<file path="src/rtl/dram_pkg.sv">
// Shared DRAM controller types and default JEDEC-style timing constants.
// Imported by the command FSM interface and the timing control block.
package dram_pkg;

    typedef enum logic [2:0] {
        POWER_UP,
        IDLE,
        ACTIVATE,
        READ,
        WRITE,
        PRECHARGE,
        REFRESH
    } dram_state_t;

    localparam int TIMER_W = 12;

    localparam int DEF_T_RCD  = 14;
    localparam int DEF_T_RD   = 18;
    localparam int DEF_T_WR   = 28;
    localparam int DEF_T_RP   = 14;
    localparam int DEF_T_RFC  = 128;
    localparam int DEF_T_REFI = 3900;

    typedef struct packed {
        logic t_ref;
        logic t_pre;
        logic t_wr;
        logic t_rd;
        logic t_act;
    } done_vec_t;

    // eff counts from 0 on the entry cycle, so residency cycle T sees eff == T-1.
    function automatic logic timing_hit(input logic [TIMER_W-1:0] eff, input int t_cycles);
        return eff == TIMER_W'(t_cycles - 1);
    endfunction

endpackage

</file>
<file path="src/rtl/command_fsm_if.sv">
// Link between the command FSM (master) and the timing control block (slave).
// Carries the current command state out and the timing/refresh status back.
interface command_fsm_if;
    import dram_pkg::*;

    dram_state_t cmd_state;
    logic        tACT_done;
    logic        tRD_done;
    logic        tWR_done;
    logic        tPRE_done;
    logic        tREF_done;
    logic        rf_req;

    modport command_fsm (
        output cmd_state,
        input  tACT_done,
        input  tRD_done,
        input  tWR_done,
        input  tPRE_done,
        input  tREF_done,
        input  rf_req
    );

    modport timing_ctrl (
        input  cmd_state,
        output tACT_done,
        output tRD_done,
        output tWR_done,
        output tPRE_done,
        output tREF_done,
        output rf_req
    );

endinterface

</file>
<file path="src/rtl/refresh_timer.sv">
// Refresh interval counter: raises a sticky refresh request every T_REFI
// active cycles, cleared (with the interval restarted) on REFRESH entry.
module refresh_timer
    import dram_pkg::*;
#(
    parameter int T_REFI = DEF_T_REFI
) (
    input  logic CLK,
    input  logic nRST,
    input  logic i_active,
    input  logic i_restart,
    output logic o_rf_req
);

    localparam int REFI_W = (T_REFI > 1) ? $clog2(T_REFI) : 1;

    logic [REFI_W-1:0] r_refi;
    logic              r_rf_req;
    logic              w_expire;

    assign w_expire = (r_refi == REFI_W'(T_REFI - 1));

    // A REFRESH entry outranks a coinciding expiry, so no request is raised then.
    always_ff @(posedge CLK) begin
        if (!nRST) begin
            r_refi   <= '0;
            r_rf_req <= 1'b0;
        end else if (i_restart) begin
            r_refi   <= '0;
            r_rf_req <= 1'b0;
        end else if (!i_active) begin
            r_refi   <= '0;
        end else if (w_expire) begin
            r_refi   <= '0;
            r_rf_req <= 1'b1;
        end else begin
            r_refi   <= r_refi + 1'b1;
        end
    end

    assign o_rf_req = r_rf_req;

endmodule

</file>
<file path="src/rtl/timing_control.sv">
// Residency timer for the DRAM command FSM: pulses a done flag once per state
// visit when the state's minimum residency is met, and hosts the refresh timer.
module timing_control
    import dram_pkg::*;
#(
    parameter int T_RCD  = DEF_T_RCD,
    parameter int T_RD   = DEF_T_RD,
    parameter int T_WR   = DEF_T_WR,
    parameter int T_RP   = DEF_T_RP,
    parameter int T_RFC  = DEF_T_RFC,
    parameter int T_REFI = DEF_T_REFI
) (
    input  logic                      CLK,
    input  logic                      nRST,
    command_fsm_if.timing_ctrl        bus
);

    dram_state_t          r_prev_state;
    logic [TIMER_W-1:0]   r_elapsed;
    logic [TIMER_W-1:0]   w_eff;
    logic [TIMER_W-1:0]   w_elapsed_next;
    logic                 w_entry;
    logic                 w_refi_active;
    logic                 w_refresh_entry;
    done_vec_t            w_done;

    assign w_entry        = (bus.cmd_state != r_prev_state);
    assign w_eff          = w_entry ? '0 : r_elapsed;
    assign w_elapsed_next = (&w_eff) ? w_eff : w_eff + 1'b1;

    // Resetting prev_state to POWER_UP forces a fresh entry after reset.
    always_ff @(posedge CLK) begin
        if (!nRST) begin
            r_prev_state <= POWER_UP;
            r_elapsed    <= '0;
        end else begin
            r_prev_state <= bus.cmd_state;
            r_elapsed    <= w_elapsed_next;
        end
    end

    always_comb begin
        w_done = '0;
        case (bus.cmd_state)
            ACTIVATE:  w_done.t_act = timing_hit(w_eff, T_RCD);
            READ:      w_done.t_rd  = timing_hit(w_eff, T_RD);
            WRITE:     w_done.t_wr  = timing_hit(w_eff, T_WR);
            PRECHARGE: w_done.t_pre = timing_hit(w_eff, T_RP);
            REFRESH:   w_done.t_ref = timing_hit(w_eff, T_RFC);
            default:   w_done = '0;
        endcase
    end

    assign bus.tACT_done = w_done.t_act;
    assign bus.tRD_done  = w_done.t_rd;
    assign bus.tWR_done  = w_done.t_wr;
    assign bus.tPRE_done = w_done.t_pre;
    assign bus.tREF_done = w_done.t_ref;

    assign w_refi_active   = (bus.cmd_state != POWER_UP);
    assign w_refresh_entry = (bus.cmd_state == REFRESH) && w_entry;

    refresh_timer #(
        .T_REFI (T_REFI)
    ) u_refresh_timer (
        .CLK       (CLK),
        .nRST      (nRST),
        .i_active  (w_refi_active),
        .i_restart (w_refresh_entry),
        .o_rf_req  (bus.rf_req)
    );

endmodule

</file>
<file path="src/flat_wrapper.sv">
// flat-port wrapper written by rule: the top's interface ports become plain ports
module timing_control_flat import dram_pkg::*;
#(
    parameter int T_RCD  = DEF_T_RCD,
    parameter int T_RD   = DEF_T_RD,
    parameter int T_WR   = DEF_T_WR,
    parameter int T_RP   = DEF_T_RP,
    parameter int T_RFC  = DEF_T_RFC,
    parameter int T_REFI = DEF_T_REFI
)
  (CLK, nRST, bus_cmd_state, bus_tACT_done, bus_tRD_done, bus_tWR_done, bus_tPRE_done, bus_tREF_done, bus_rf_req);
  command_fsm_if bus_i ();
  input  logic CLK;
  input  logic nRST;
  input wire logic [$bits(bus_i.cmd_state)-1:0] bus_cmd_state;
  output wire logic [$bits(bus_i.tACT_done)-1:0] bus_tACT_done;
  output wire logic [$bits(bus_i.tRD_done)-1:0] bus_tRD_done;
  output wire logic [$bits(bus_i.tWR_done)-1:0] bus_tWR_done;
  output wire logic [$bits(bus_i.tPRE_done)-1:0] bus_tPRE_done;
  output wire logic [$bits(bus_i.tREF_done)-1:0] bus_tREF_done;
  output wire logic [$bits(bus_i.rf_req)-1:0] bus_rf_req;
  assign bus_i.cmd_state = bus_cmd_state;
  assign bus_tACT_done = bus_i.tACT_done;
  assign bus_tRD_done = bus_i.tRD_done;
  assign bus_tWR_done = bus_i.tWR_done;
  assign bus_tPRE_done = bus_i.tPRE_done;
  assign bus_tREF_done = bus_i.tREF_done;
  assign bus_rf_req = bus_i.rf_req;
  timing_control #(.T_RCD(T_RCD), .T_RD(T_RD), .T_WR(T_WR), .T_RP(T_RP), .T_RFC(T_RFC), .T_REFI(T_REFI)) u_core (.CLK(CLK), .nRST(nRST), .bus(bus_i));
endmodule
</file>
<file path="config.mk">
export PLATFORM = sky130hd
export DESIGN_NAME = timing_control_flat
export DESIGN_NICKNAME = d
export VERILOG_FILES = /design/src/rtl/dram_pkg.sv /design/src/rtl/command_fsm_if.sv /design/src/rtl/refresh_timer.sv /design/src/rtl/timing_control.sv /design/src/flat_wrapper.sv
export SDC_FILE = /design/constraint.sdc
export NUM_CORES = 1
export LEC_CHECK = 0
export CAP_MARGIN = 10
export CORE_ASPECT_RATIO = 1.75
export CORE_MARGIN = 2
export CORE_UTILIZATION = 62
export DETAILED_ROUTE_END_ITERATION = 10
export GPL_TIMING_DRIVEN = 0
export HOLD_SLACK_MARGIN = 0.15
export PLACE_DENSITY = 0.91
export SLEW_MARGIN = 30
export SYNTH_ARGS = -nofsm -noshare
export SYNTH_HDL_FRONTEND = slang
export SYNTH_SLANG_ARGS = --single-unit
</file>
<file path="constraint.sdc">
create_clock -name CLK -period 4.1 [get_ports CLK]
set_input_delay 0.615 -clock CLK [delete_from_list [all_inputs] [get_ports CLK]]
set_output_delay 0.615 -clock CLK [all_outputs]
set_load 0.05 [all_outputs]
</file>
==> metrics.cfg <==
[sta]
min_period_over_period_pct=93.40
rsz0062_at_grt=false
skew_ps=6.052
setup_viol=0
timing.fmax_mhz=261.1
layout_min_cycle_time_ps=3829
layout_setup_ws_ps=270.8
worstMarginPinSlew_ps=503.8
hold_viol=0
slew_headroom_pct=66.30
hold_slack_ps=448.1
slew_violations=0

[synth]
synth_xor_area_share_pct=7.897
syn_nets=179
yosysTopAreaCell=dfxtp_1
synth.area.mux_share_pct=3.223
synth.avg_cell_area_um2=9.028
yosysWarnings=0
synthAdderAreaFrac_pct=1.612
synth_top_family_by_area=simple AND/OR/NAND/NOR gates
synth_compound_area_share_pct=6.688
yosysTopAreaCellShare_pct=36.10
ys_types=41
yosys-top-cells-area=dfxtp_1 36%, nor2_1 5.1%, xor2_1 5.1%, nand3_1 3.9%, nand3b_1 3.4%
synth_area_um2=1553
synth_seq_cells=28
syn_inst=172
ys_seq_area_share_pct=36.10
synth_simple_gate_area_share_pct=38.60

[job]
maxCapViolations=0

[cells_and_area]
final_cells=209
mostFrequentLayoutCell=dfxtp_1
drive_above_1_share_pct=12.02
fin_area_um2=1730
nNetsFinal=191
antenna_cells=0
most-common-layout-cells=28 x dfxtp_1, 21 x nor2_1, 12 x nand3_1
synthToLayoutAreaGrowth_pct=11.44

[clocking]
clk_pin_slew_ps=90
clk_path_buf_depth=2
cts_root_buf=clkbuf_8
cts_sinks=28
cts_max_level=1
clk-insertion-delay-late_ps=270
cts_tree=yes
post-cts-setup-buffer-count=0
numCtsBuffers=3

[placed_design]
place_congestion=0.9357
dp_cells=205
placed_area_um2=1662
dp_slack_ps=-214.1
port_buffers=7
hpwl_um=2427

[worst_setup_path]
start_kind=primary input
crit_required_ps=3480
end_kind=primary output
worstPathMaxFanout=10
critical_path_class=primary input to primary output
critPathArrivalTime_ps=3210

[route]
drcViolationCount=0
wl_per_cell_um=15.92
ant_nets=0
vias=1341
drt_iter0_drc=52
dr.pass1.iters=4
post_drt_via_cell_ratio=6.416
wl_um=3328

[floorplan]
core_um2=2432
rows=24
die_w_um=41.83
initial_core_util_pct=63.84
die_h_um=70.20
io_pins=11
die_area_um2=2936

[status]
status=finished clean

[global_routing]
grt_use_total_pct=25.47
gr-total-overflow=0
grt_max_degree=17
grt_first_pass_wirelength_um=5899
grt_pass1_vias=1364
antenna_found_initial=0

[power]
ir_drop_uv=228.9
power_density_nw_per_um2=309.3
p_leak_nw=0.6534

[worst_hold_path]
min_path_type=register to register

[where the power goes]
part / total, mW / internal, mW / leakage, nW / switching, mW
clock: 0.213 / 0.131 / 0.0357 / 0.0827
combinational: 0.0409 / 0.0174 / 0.391 / 0.0235
sequential: 0.281 / 0.277 / 0.227 / 0.00433
total: 0.535 / 0.425 / 0.653 / 0.111
[per-stage QoR]
| step | total power [mW] | utilization [%] | TNS, ps |
|---|---|---|---|
| CTS | 0.5399 | 71.19 | 0 |
| global route | 0.5555 | 71.14 | 0 |
| finish | 0.5352 | 71.14 | 0 |
| global placement | 0.3256 | 68.31 | -202.0 |
| floorplan | 0.3174 | - | 0 |
| detailed placement | 0.3276 | 68.31 | -214.1 |
[synthesized netlist by cell type, drive strengths merged]
library cell	instances
nand4	9
xnor2	5
xor2	9
or3b	1
nor2	21
nor4bb	2
ha	2
a21oi	5
nand3b	7
a41oi	1
o211a	1
o21ai	2
buf	7
o21a	1
nand2	9
and2	6
or3	1
nor4	1
nand3	13
and4	3
clkbuf	3
and3b	1
o211ai	2
a31oi	2
and4b	2
nor3	9
a21boi	1
dfxtp	28
nand4b	2
nor4b	3
or4	1
inv	1
mux2i	5
and3	6
[repair_timing]
action,CTS,global route
setup endpoints to repair,1,2
gates resized for setup,1,4
hold buffers,0,0
cloned,0,0
[flip-flops by register name, summed over array words and instances, names as in the netlist]
name	cells
u_core.r_elapsed	12
u_core.r_prev_state	3
u_core.u_refresh_timer.o_rf_req	1
u_core.u_refresh_timer.r_refi	12
[worst paths after layout]
kind | from | to | slack, ps | depth (start not counted)
worst min-delay path | u_core.u_refresh_timer.r_refi[0] | u_core.u_refresh_timer.r_refi[0] | 450 | 1
worst max register to register | u_core.r_prev_state[2] | u_core.r_elapsed[2] | 1390 | 10
worst max-delay path | bus_cmd_state[1] | bus_tREF_done | 270 | 10
worst min register to register | u_core.u_refresh_timer.r_refi[0] | u_core.u_refresh_timer.r_refi[0] | 450 | 1
[layer usage]
layer | vias up | routed length, um | GRT usage (%)
met5 | - | 0 | 0
met4 | 0 | 69 | 12.90
met3 | 11 | 144 | 2.584
met2 | 48 | 1937 | 48.26
met1 | 629 | 1176 | 26.32
li1 | 653 | - | -
[worst max-delay path, stage by stage]
cell	delay, ps
clkdlybuf4s50_1	520
xor2_1	220
nor3_2	200
buf_6	190
buf_6	140
and2_1	140
ha_1	260
nand4_1	310
nor4_2	290
clkbuf_2	320
[area by class of cell]
cell class	instances	area, um^2
plain buffers	10	87.58
inverters	1	3.754
flip-flops and latches	28	560.5
multi-input cells	133	907.1
fillers	179	701.9
clock buffers	3	41.29
well taps	26	32.53
clock inverters	1	30.03
repair buffers	7	67.56
[cell families after synthesis]
kind of cell               count (synthesis)
DFF                                       28
buffers and inverters                     11
xor gates and xnor gates                  14
adders and majority gates                  2
and+or+nand+nor                           97
AOI/OAI and AO/OA                         15
muxes                                      5
Power figures use the tool's default switching activity.
